<file path="config.mk">
export PLATFORM = sky130hd
export DESIGN_NAME = wbu_txuart
export DESIGN_NICKNAME = d
export VERILOG_FILES = /design/src/rtl/wbu_txuart_pkg.sv /design/src/rtl/wbu_txuart_ff_sync2.sv /design/src/rtl/wbu_txuart.sv
export SDC_FILE = /design/constraint.sdc
export NUM_CORES = 1
export LEC_CHECK = 0
export CORE_UTILIZATION = 44
export CTS_CLUSTER_SIZE = 30
export DETAILED_ROUTE_END_ITERATION = 10
export HOLD_SLACK_MARGIN = 0.08
export PLACE_DENSITY = 0.74
export SYNTH_ARGS = -nofsm -noshare
export SYNTH_HDL_FRONTEND = slang
export SYNTH_SLANG_ARGS = --single-unit
</file>
<file path="constraint.sdc">
create_clock -name i_clk -period 2.44 [get_ports i_clk]
set_clock_uncertainty 0.15 [all_clocks]
set_input_delay 0.61 -clock i_clk [delete_from_list [all_inputs] [get_ports i_clk]]
set_output_delay 0.61 -clock i_clk [all_outputs]
set_load 0.005 [all_outputs]
</file>
<file path="src/rtl/wbu_txuart_pkg.sv">
// Shared definitions for the debug-bus UART pair: frame state encoding and
// the default bit period, so transmitter and receiver stay in step.
package wbu_txuart_pkg;

    // Frame position of the serial engine.
    typedef enum logic [1:0] {
        TX_IDLE  = 2'b00,
        TX_START = 2'b01,
        TX_DATA  = 2'b10,
        TX_STOP  = 2'b11
    } uart_state_e;

    // Clocks per bit for 115200 baud from a 100 MHz system clock.
    localparam logic [23:0] CPB_115200_100MHZ = 24'd868;

    // Data bits per 8N1 frame.
    localparam int unsigned UART_DATA_BITS = 8;

    // Value loaded into the baud down-counter at the start of each bit period;
    // the period ends on the cycle the counter reads zero.
    function automatic logic [23:0] baud_reload(input logic [23:0] cpb);
        return cpb - 24'd1;
    endfunction

endpackage

</file>
<file path="src/rtl/wbu_txuart_ff_sync2.sv">
// Two-flop synchronizer for a single asynchronous level, with a selectable
// value forced by the synchronous reset.
module ff_sync2 #(
    parameter logic RESET_VAL = 1'b1
) (
    input  logic i_clk,
    input  logic i_reset,
    input  logic i_d,
    output logic o_q
);

    logic meta_q;
    logic sync_q;

    // Capture the asynchronous level, then give it a full cycle to settle.
    always_ff @(posedge i_clk) begin
        if (i_reset) begin
            meta_q <= RESET_VAL;
            sync_q <= RESET_VAL;
        end else begin
            meta_q <= i_d;
            sync_q <= meta_q;
        end
    end

    assign o_q = sync_q;

endmodule

</file>
<file path="src/rtl/wbu_txuart.sv">
// 8N1 UART transmitter fed by the wishbone debug-bus bridge. One byte is taken
// whenever the bridge strobes and we are not busy; CTS (active low) only gates
// the acceptance of new bytes, never a frame already on the wire.
module wbu_txuart
    import wbu_txuart_pkg::*;
#(
    parameter logic [23:0] CLOCKS_PER_BAUD = CPB_115200_100MHZ
) (
    input  logic       i_clk,
    input  logic       i_reset,
    input  logic       i_wr,
    input  logic [7:0] i_data,
    input  logic       i_cts_n,
    output logic       o_uart_tx,
    output logic       o_busy
);

    localparam logic [23:0] BAUD_RELOAD = baud_reload(CLOCKS_PER_BAUD);

    uart_state_e state_q, state_d;
    logic [23:0] baud_q, baud_d;
    logic [2:0]  bit_idx_q, bit_idx_d;
    logic [7:0]  sreg_q, sreg_d;
    logic        tx_q, tx_d;
    logic        busy_q, busy_d;

    logic        cts_sync_n_s;
    logic        accept_s;
    logic        baud_zero_s;

    ff_sync2 #(
        .RESET_VAL (1'b1)
    ) u_cts_sync (
        .i_clk   (i_clk),
        .i_reset (i_reset),
        .i_d     (i_cts_n),
        .o_q     (cts_sync_n_s)
    );

    assign accept_s    = i_wr && !busy_q;
    assign baud_zero_s = (baud_q == 24'd0);

    // Next-state, counter, shift register and the line/busy values for the
    // coming cycle; the line is computed from the next frame position so the
    // pin is driven purely from a flop.
    always_comb begin
        state_d   = state_q;
        baud_d    = baud_q;
        bit_idx_d = bit_idx_q;
        sreg_d    = sreg_q;
        tx_d      = tx_q;
        case (state_q)
            TX_IDLE: begin
                if (accept_s) begin
                    state_d   = TX_START;
                    baud_d    = BAUD_RELOAD;
                    bit_idx_d = 3'd0;
                    sreg_d    = i_data;
                    tx_d      = 1'b0;
                end else begin
                    tx_d      = 1'b1;
                end
            end
            TX_START: begin
                if (baud_zero_s) begin
                    state_d   = TX_DATA;
                    baud_d    = BAUD_RELOAD;
                    bit_idx_d = 3'd0;
                    tx_d      = sreg_q[0];
                end else begin
                    baud_d    = baud_q - 24'd1;
                    tx_d      = 1'b0;
                end
            end
            TX_DATA: begin
                if (baud_zero_s) begin
                    sreg_d = {1'b0, sreg_q[7:1]};
                    baud_d = BAUD_RELOAD;
                    if (bit_idx_q == 3'd7) begin
                        state_d   = TX_STOP;
                        bit_idx_d = 3'd0;
                        tx_d      = 1'b1;
                    end else begin
                        bit_idx_d = bit_idx_q + 3'd1;
                        tx_d      = sreg_q[1];
                    end
                end else begin
                    baud_d = baud_q - 24'd1;
                    tx_d   = sreg_q[0];
                end
            end
            TX_STOP: begin
                if (baud_zero_s) begin
                    // Counter is left at zero in IDLE, the same as after reset.
                    state_d = TX_IDLE;
                    tx_d    = 1'b1;
                end else begin
                    baud_d  = baud_q - 24'd1;
                    tx_d    = 1'b1;
                end
            end
            default: begin
                state_d   = TX_IDLE;
                baud_d    = 24'd0;
                bit_idx_d = 3'd0;
                sreg_d    = 8'd0;
                tx_d      = 1'b1;
            end
        endcase
        // A registered busy keeps the bridge path short; it also stretches the
        // gap between frames by one cycle, which the bridge tolerates.
        busy_d = (state_d != TX_IDLE) || cts_sync_n_s;
    end

    // Frame state and output registers with synchronous reset; reset aborts
    // any frame in flight and returns the line to mark.
    always_ff @(posedge i_clk) begin
        if (i_reset) begin
            state_q   <= TX_IDLE;
            baud_q    <= 24'd0;
            bit_idx_q <= 3'd0;
            sreg_q    <= 8'd0;
            tx_q      <= 1'b1;
            busy_q    <= 1'b1;
        end else begin
            state_q   <= state_d;
            baud_q    <= baud_d;
            bit_idx_q <= bit_idx_d;
            sreg_q    <= sreg_d;
            tx_q      <= tx_d;
            busy_q    <= busy_d;
        end
    end

    assign o_uart_tx = tx_q;
    assign o_busy    = busy_q;

endmodule

</file>
## Word-level counts from Yosys, hierarchy flattened

Cells that the tools add are included.

- $add $sub $neg: 2
- Reductions and logical operators: 12
- Mux-type cells: 23
- Equality and inequality tests: 8

Operators with widths:

| kind | number |
|---|---|
| two-way mux 24 bit | 3 |
| one-hot mux 24 bit (3 select lines) | 1 |
| zero test 24 bit | 1 |
| subtractor 24 x 1 -> 24 bit, second input constant | 1 |
| two-way mux 8 bit | 2 |
| one-hot mux 8 bit (2 select lines) | 1 |
| two-way mux 3 bit | 4 |
| two-way mux 2 bit | 5 |
| one-hot mux 3 bit (3 select lines) | 1 |
| inequality test 2 bit, second input constant | 4 |
| one-hot mux 2 bit (4 select lines) | 1 |
| == test 2 bit, second input constant | 2 |
| two-way mux 1 bit | 4 |
| one-hot mux 1 bit (4 select lines) | 1 |
| AND reduction 4 bit | 1 |
| nonzero test 2 bit | 2 |
| adder 3 x 1 -> 3 bit, second input constant | 1 |
| == test 3 bit, second input constant | 1 |
| AND reduction 3 bit | 1 |
| nonzero test 3 bit | 1 |
| == test 2 x 1 -> 1 bit, second input constant | 1 |
| zero test 2 bit | 1 |
| AND reduction 2 bit | 1 |
| OR reduction 2 bit | 1 |
| other kinds (3) | 3 |

- Input bits: 12
- Bits in registers: 41
- Word-level logic and storage cells: 53
- Output and inout port bits: 2

## Longest topological paths before layout

Gate-level depths: netlist (run 1).

- Word-level depth: 6
- Gate-level depth with buffers: 9
- Depth with buffers taken out: 7

## Modules after synthesis

A second synthesis (run 1) with hierarchy kept.

- Cells, all modules: 263
- Area total of the unflattened synthesis: 2250.9 um2

By module, submodules not included:

| module | area an instance (um2) | instances | sequential area each (um2) | cells an instance |
|---|---|---|---|---|
| wbu_txuart | 2198.4 | 1 | 780.7 | 259 |
| ff_sync2 | 52.6 | 1 | 40.0 | 4 |

## Worst setup path before layout (run 1)

No wires, ideal clock.

- Path type: input -> register
- From: input port i_wr
- To: register baud_q[23]
- Path slack: 90 ps
- Path buffers: 1
- Library setup time: 71 ps
- Required time: 2219 ps
- Stages: 6
- Data arrival time: 2129 ps
- Path through: nand2b_1 -> and2_1 -> clkbuf_1 -> or4_4 -> or4b_1 -> a21oi_1

- Cells in the longest elaborated chain, start to end: 3

RTL lines:

| item | line | RTL |
|---|---|---|
| start: declaration | wbu_txuart.sv:11 | `input logic i_wr,` |
| logical AND 1 bit | wbu_txuart.sv:40 | `assign accept_s = i_wr && !busy_q;` |
| inequality test 2 bit (no source line) | n/a |  |
| AND reduction 2 bit (no source line) | n/a |  |
| end signal: assignment | wbu_txuart.sv:127 | `baud_q <= baud_d;` |
| end: declaration | wbu_txuart.sv:21 | `logic [23:0] baud_q, baud_d;` |

No other way between the ends.
A chain may end at the register's enable or synchronous reset.

## Worst setup path after layout (run 1)

Same ends and word-level chain as after synthesis.

==> impl_metrics.py, run 1 <==
metrics = {
    "run_status": {
        "status": "finished, final reports clean",
    },
    "cts": {
        "htree_levels": 2,
        "clock_path_buffers": 2,
        "insertion_delay_ns": 0.30,
        "cts_tree": "done",
        "postCtsHoldBufs": 0,
        "cts_root_buf": "clkbuf_8",
        "numCtsBuffers": 5,
        "cts_sinks": 41,
        "path_clk_slew_ns": 0.08,
    },
    "timing": {
        "hold_viol": 0,
        "finalSetupViolCount": 0,
        "slew_violations": 0,
        "slew-limit-headroom": 0.712,
        "min_period_over_period": 0.976,
        "rsz0062_at_grt": "yes",
        "timing.fmax_ghz": 0.420,
        "tightest_slew_ns": 0.428,
        "min_period_ns": 2.38,
    },
    "drt": {
        "drc": 0,
        "via_count": 2235,
        "wirelength_um": 5440,
        "routedWlPerCell_um": 14.3,
        "final_antenna_net_count": 0,
        "first_iter_violations": 130,
        "vias_per_cell": 5.88,
        "dr.pass1.iters": 4,
    },
    "final_layout": {
        "multi_input_area_um2": 1430,
        "area_growth_pct": 26.6,
        "fin_area_um2": 2880,
        "diodes": 0,
        "layout.nets": 332,
        "drive_above_1_share": 0.265,
        "fin_util": 0.594,
        "fill_cells": 415,
        "register_area_um2": 823,
    },
    "synthesis": {
        "synthMuxAreaShare": 0,
        "seq_area_frac_synth": 0.361,
        "avgSynthCellArea_um2": 8.58,
        "syn_nets": 285,
        "synth_top_area_cell": "dfxtp_1",
        "synth_seq_cells": 41,
        "synth_area_leaders": "dfxtp_1, a21oi_1, nor2_1",
        "syn_area_um2": 2270,
        "synth_top_family_by_area": "simple AND/OR/NAND/NOR gates",
        "yosys.area_share.simple": 0.299,
        "synthXorXnorAreaFrac": 0.00385,
        "ys.flop_type": "dfxtp_1",
        "synth_fa_ha_area_frac": 0.0440,
        "synth_edf_count": 0,
        "synth.top_cell.area_share": 0.361,
        "synth_cell_type_count": 48,
        "synth_compound_area_frac": 0.259,
        "async_flop_share": 0,
        "yosys_warnings": 0,
        "synthCells": 265,
    },
    "setup_path": {
        "critPathCaptureType": "flop",
        "worstSetupPathType": "in -> reg",
        "worstSetupStartpointType": "input pin",
        "worstPathRequired_ns": 2.52,
        "cpMaxStageDelayCell": "or4_4",
        "critPathArrivalTime_ns": 2.46,
        "cp_num_buf_inv": 1,
        "path_cells": "clkdlybuf4s50_1 -> nand2b_1 -> and2_4 -> or4_4 -> or4b_1 -> a21oi_1",
        "cp_top_family": "simple AND/OR/NAND/NOR gates",
        "rrSetupSlack_ns": 0.07,
        "max_stage_delay_ns": 0.51,
        "path_max_fanout": 4,
    },
    "global_routing": {
        "grt_overflow_total": 0,
        "grt_util_all_layers": 0.221,
        "antenna_found_initial": 0,
        "grt_pass1_wl_um": 9370,
        "grt_max_degree": 19,
        "grt_pass1_vias": 2072,
    },
    "placement": {
        "place_area_um2": 2710,
        "hpwl_um": 3940,
        "gp_congestion": 0.820,
        "port_buffers": 13,
    },
    "power_and_ir_drop": {
        "powerDensity_nw_per_um2": 699,
        "p_leak_nw": 1.12,
        "peakVddDrop_v": 0.000366,
    },
    "floorplan": {
        "dieArea_um2": 5460,
        "row_count": 25,
        "die_h_um": 73.9,
        "initial_core_util": 0.469,
        "pin_count": 14,
        "core-area_um2": 4850,
        "fp.dieW_um": 73.9,
    },
    "flow_run": {
        "maxCapViolCount": 0,
    },
    "hold_path": {
        "worstHoldPathType": "reg -> reg",
    },
}
==> area by class of cell <==
| cell class | count | share of cell area |
|---|---|---|
| tap | 67 | 0.0291 |
| timing repair buffer | 48 | 0.141 |
| multi-input combinational | 205 | 0.495 |
| inverter | 11 | 0.0143 |
| sequential | 41 | 0.286 |
| clock buffer | 7 | 0.0334 |
| clock inverter | 1 | 0.00174 |
==> synth_stat cells, drive strengths merged, types with 3 or more instances <==
cell and count:
dfxtp 41, nor2 32, a21oi 27, nand2 14, o21ai 14, or3 13
inv 11, nor4 9, or4 9, ha 8, or2 8, nand3 7
o221a 7, o31ai 7, nor3 6, o41ai 5, buf 4, clkbuf 4
nand4 4, o211ai 4, or4b 3
==> layout by cell type, fill, tap and decap left out, types with 2 or more instances in the layout <==
cell             count
nand2b_1             2
or3_1               11
o41ai_1              5
or4_1                7
o31ai_1              7
dfxtp_1             39
nor4_1               6
a31oi_1              2
o21ai_0             13
nor3_1               5
or4b_2               2
nor4_2               2
o221a_2              7
or2_2                8
o211ai_1             4
and3_1               2
clkdlybuf4s50_1     13
o311a_1              2
a32o_1               2
a211oi_1             2
a221oi_1             2
inv_2                2
nor2_1              31
ha_1                 7
clkbuf_8             7
o21bai_1             2
a21oi_1             27
nand4_1              3
inv_1                9
buf_4               34
nand3_1              6
dfxtp_2              2
nand2_1             14
==> cells by family (layout without fill, tap and decap cells) <==
group | Yosys count | count (layout)
AND/OR/NAND/NOR | 114 | 114
flip-flops | 41 | 41
XOR/XNOR | 1 | 1
adder cells (fa/ha/maj) | 8 | 8
AO/OA/AOI/OAI | 82 | 82
buffers and inverters | 19 | 67
==> layer usage <==
layer,GRT usage,part of all wire,wire (µm),up-vias
li1,-,-,-,1108
met1,0.299,0.48,2620,1076
met2,0.352,0.47,2550,44
met3,0.0398,0.037,199,7
met4,0.0791,0.013,72,0
met5,0,0,0,-
==> what timing repair did <==
item,4_1_cts,5_1_grt
gates resized for setup,0,12
endpoints found under the setup margin,0,30
setup buffers,0,3
==> power breakdown <==
group | internal, W | switching (W) | leakage, nW
combinational | 0.000339 | 0.000418 | 0.732
clock | 0.000256 | 0.000247 | 0.0542
sequential | 0.000708 | 0.0000445 | 0.333
==> flip-flops by register name, indices dropped and copies added, names as in the netlist <==
name / flops
sreg_q: 8
state_q: 2
o_busy: 1
u_cts_sync.o_q: 1
bit_idx_q: 3
baud_q: 24
o_uart_tx: 1
u_cts_sync.meta_q: 1
==> worst paths after layout <==
kind,startpoint,endpoint,cells past startpoint
hold / removal,u_cts_sync.meta_q$_SDFF_PP1_,u_cts_sync.o_q$_SDFF_PP1_,1
setup / recovery,i_wr,baud_q[23]$_SDFFE_PP0P_,6
setup reg to reg,baud_q[12]$_SDFFE_PP0P_,baud_q[19]$_SDFFE_PP0P_,5
hold reg to reg,u_cts_sync.meta_q$_SDFF_PP1_,u_cts_sync.o_q$_SDFF_PP1_,1
==> metrics by stage <==
stage | cells | hold WS, ns | power, W | setup WS (ns) | setup TNS (ns)
2_1_floorplan | 265 | 0.239 | 0.00117 | 0.0902 | 0
3_3_place_gp | 369 | 0.245 | 0.00144 | -0.248 | -0.921
3_5_place_dp | 369 | 0.247 | 0.00146 | -0.271 | -1.33
4_1_cts | 377 | 0.270 | 0.00196 | 0.0282 | 0
5_1_grt | 380 | 0.304 | 0.00212 | -0.0155 | -0.0155
6_report | 380 | 0.266 | 0.00201 | 0.0576 | 0
(Power assumes the default switching activity.)
==> run 2, diff against run 1 <==
--- a/config.mk
+++ b/config.mk
@@ -5,6 +5,7 @@
 export SDC_FILE = /design/constraint.sdc
 export NUM_CORES = 1
 export LEC_CHECK = 0
+export CORE_MARGIN = 1.5
 export CORE_UTILIZATION = 44
 export CTS_CLUSTER_SIZE = 30
 export DETAILED_ROUTE_END_ITERATION = 10
==> run 2 against run 1 <==
Compared with the run above:
- non-clock buffer count is the same
- combinational power shrank 0.5%
- clock power shrank 13%
- via count shrank 1.1%
- critical endpoint unchanged
==> impl_metrics.py, run 2 (same netlist as run 1, synthesis figures left out) <==
metrics = {
    "run_status": {
        "status": "finished, final reports clean",
    },
    "placement": {
        "gp_congestion": 0.838,
        "hpwl_um": 3870,
        "port_buffers": 13,
        "place_area_um2": 2720,
    },
    "global_routing": {
        "grt_pass1_vias": 2034,
        "grt_util_all_layers": 0.206,
        "gr-usage-met3": 0.0469,
        "grt_overflow_total": 0,
        "grt_max_degree": 19,
        "antenna_found_initial": 0,
        "busiest_layer": "met2",
        "use_met2": 0.345,
        "grt_pass1_wl_um": 9050,
        "grt_use_met1": 0.264,
    },
    "drt": {
        "vias_per_cell": 5.82,
        "final_antenna_net_count": 0,
        "drc": 0,
        "first_iter_violations": 130,
        "via_count": 2210,
        "dr.pass1.iters": 4,
        "routedWlPerCell_um": 14.3,
        "wirelength_um": 5430,
    },
    "cts": {
        "clock_path_buffers": 2,
        "cts_sinks": 41,
        "path_clk_slew_ns": 0.07,
        "cts_tree": "done",
        "insertion_delay_ns": 0.30,
        "cts_root_buf": "clkbuf_8",
        "numCtsBuffers": 5,
        "htree_levels": 2,
    },
    "setup_path": {
        "worstSetupPathType": "reg -> reg",
        "path_max_fanout": 5,
        "critPathArrivalTime_ns": 2.41,
        "worstPathRequired_ns": 2.51,
        "critPathCaptureType": "flop",
        "worstSetupStartpointType": "flop",
    },
    "floorplan": {
        "initial_core_util": 0.469,
        "pin_count": 14,
        "core-area_um2": 4850,
        "fp.dieW_um": 74.9,
        "dieArea_um2": 5610,
        "die_h_um": 74.9,
        "row_count": 25,
    },
    "final_layout": {
        "mostFrequentLayoutCell": "dfxtp_1",
        "fin_area_um2": 2870,
        "area_growth_pct": 26.1,
        "largestRegisters": "baud_q (24), sreg_q (8), bit_idx_q (3)",
        "final_cell_mix": "dfxtp_1, buf_4, nor2_1, a21oi_1, nand2_1",
        "regMostFlops": "baud_q",
        "drive_above_1_share": 0.259,
        "diodes": 0,
        "fill_cells": 431,
        "largest_reg_flops": 24,
        "layout.nets": 332,
    },
    "power_and_ir_drop": {
        "seqPwrFrac": 0.387,
        "p_total_w": 0.00194,
        "clockPowerShare": 0.226,
        "peakVddDrop_v": 0.000360,
        "p_int_w": 0.00124,
        "swShare": 0.359,
        "p_leak_nw": 1.12,
        "powerDensity_nw_per_um2": 677,
        "p_sw_w": 0.000698,
        "comb_power_share": 0.388,
    },
    "timing": {
        "min_period_over_period": 0.957,
        "hold_ws_ns": 0.268,
        "timing.fmax_ghz": 0.428,
        "setup_tns_ns": 0,
        "finalSetupViolCount": 0,
        "slew-limit-headroom": 0.704,
        "hold_viol": 0,
        "tightest_slew_ns": 0.441,
        "slew_violations": 0,
        "min_period_ns": 2.34,
    },
    "hold_path": {
        "worstHoldPathType": "reg -> reg",
    },
    "flow_run": {
        "maxCapViolCount": 0,
    },
}
[run 2: stage by stage]
stage               utilization  cells  setup WS, ns
floorplan                     -    265        0.0902
global placement          0.561    370        -0.246
detailed placement        0.561    370        -0.271
CTS                       0.578    378     -0.000281
global route              0.592    380      -0.00322
finish                    0.592    380         0.104
[run 2: area by class of cell]
cell class	instances	area, µm²	area share
flip-flops and latches	41	823	0.287
clock buffers	6	72.6	0.0253
well taps	67	83.8	0.0292
multi-input cells	205	1430	0.498
repair buffers	48	408	0.142
clock inverters	2	10.0	0.00349
inverters	11	41.3	0.0144
[run 2: final timing paths]
| kind | start | endpoint | slack, ns | cells after the start |
|---|---|---|---|---|
| min reg2reg | u_cts_sync.meta_q$_SDFF_PP1_ | u_cts_sync.o_q$_SDFF_PP1_ | 0.27 | 1 |
| max reg2reg | baud_q[17]$_SDFFE_PP0P_ | baud_q[23]$_SDFFE_PP0P_ | 0.10 | 6 |
| min | u_cts_sync.meta_q$_SDFF_PP1_ | u_cts_sync.o_q$_SDFF_PP1_ | 0.27 | 1 |
| max | baud_q[17]$_SDFFE_PP0P_ | baud_q[23]$_SDFFE_PP0P_ | 0.10 | 6 |
[run 2: critical path, cell delays in order (launching register included)]
cell and delay [ns]:
dfxtp_1 0.34, nor4_1 0.43, buf_4 0.21, nand2_1 0.06, or4_4 0.42, or4b_1 0.52, a21oi_1 0.14
[run 2: per-layer routing]
| layer | wire length, µm | vias to the layer above |
|---|---|---|
| met5 | 0 | - |
| met4 | 88 | 0 |
| met3 | 260 | 11 |
| met2 | 2570 | 60 |
| met1 | 2510 | 1025 |
| li1 | - | 1114 |
[run 2: power groups by stage]
stage / registers [W] / clock network (W) / logic [W]
6_report: 0.000751 / 0.000438 / 0.000753
4_1_cts: 0.000750 / 0.000443 / 0.000699
5_1_grt: 0.000759 / 0.000468 / 0.000820
2_1_floorplan: 0.000757 / 0 / 0.000414
3_3_place_gp: 0.000763 / 0 / 0.000683
3_5_place_dp: 0.000765 / 0 / 0.000692
[run 2: what timing repair did]
| action | CTS | global route |
|---|---|---|
| resized for setup | 0 | 13 |
| hold buffers | 0 | 0 |
| setup buffers | 0 | 2 |
| hold endpoints to repair | 0 | 0 |
| pin swaps | 0 | 3 |
| endpoints found under the setup margin | 1 | 27 |
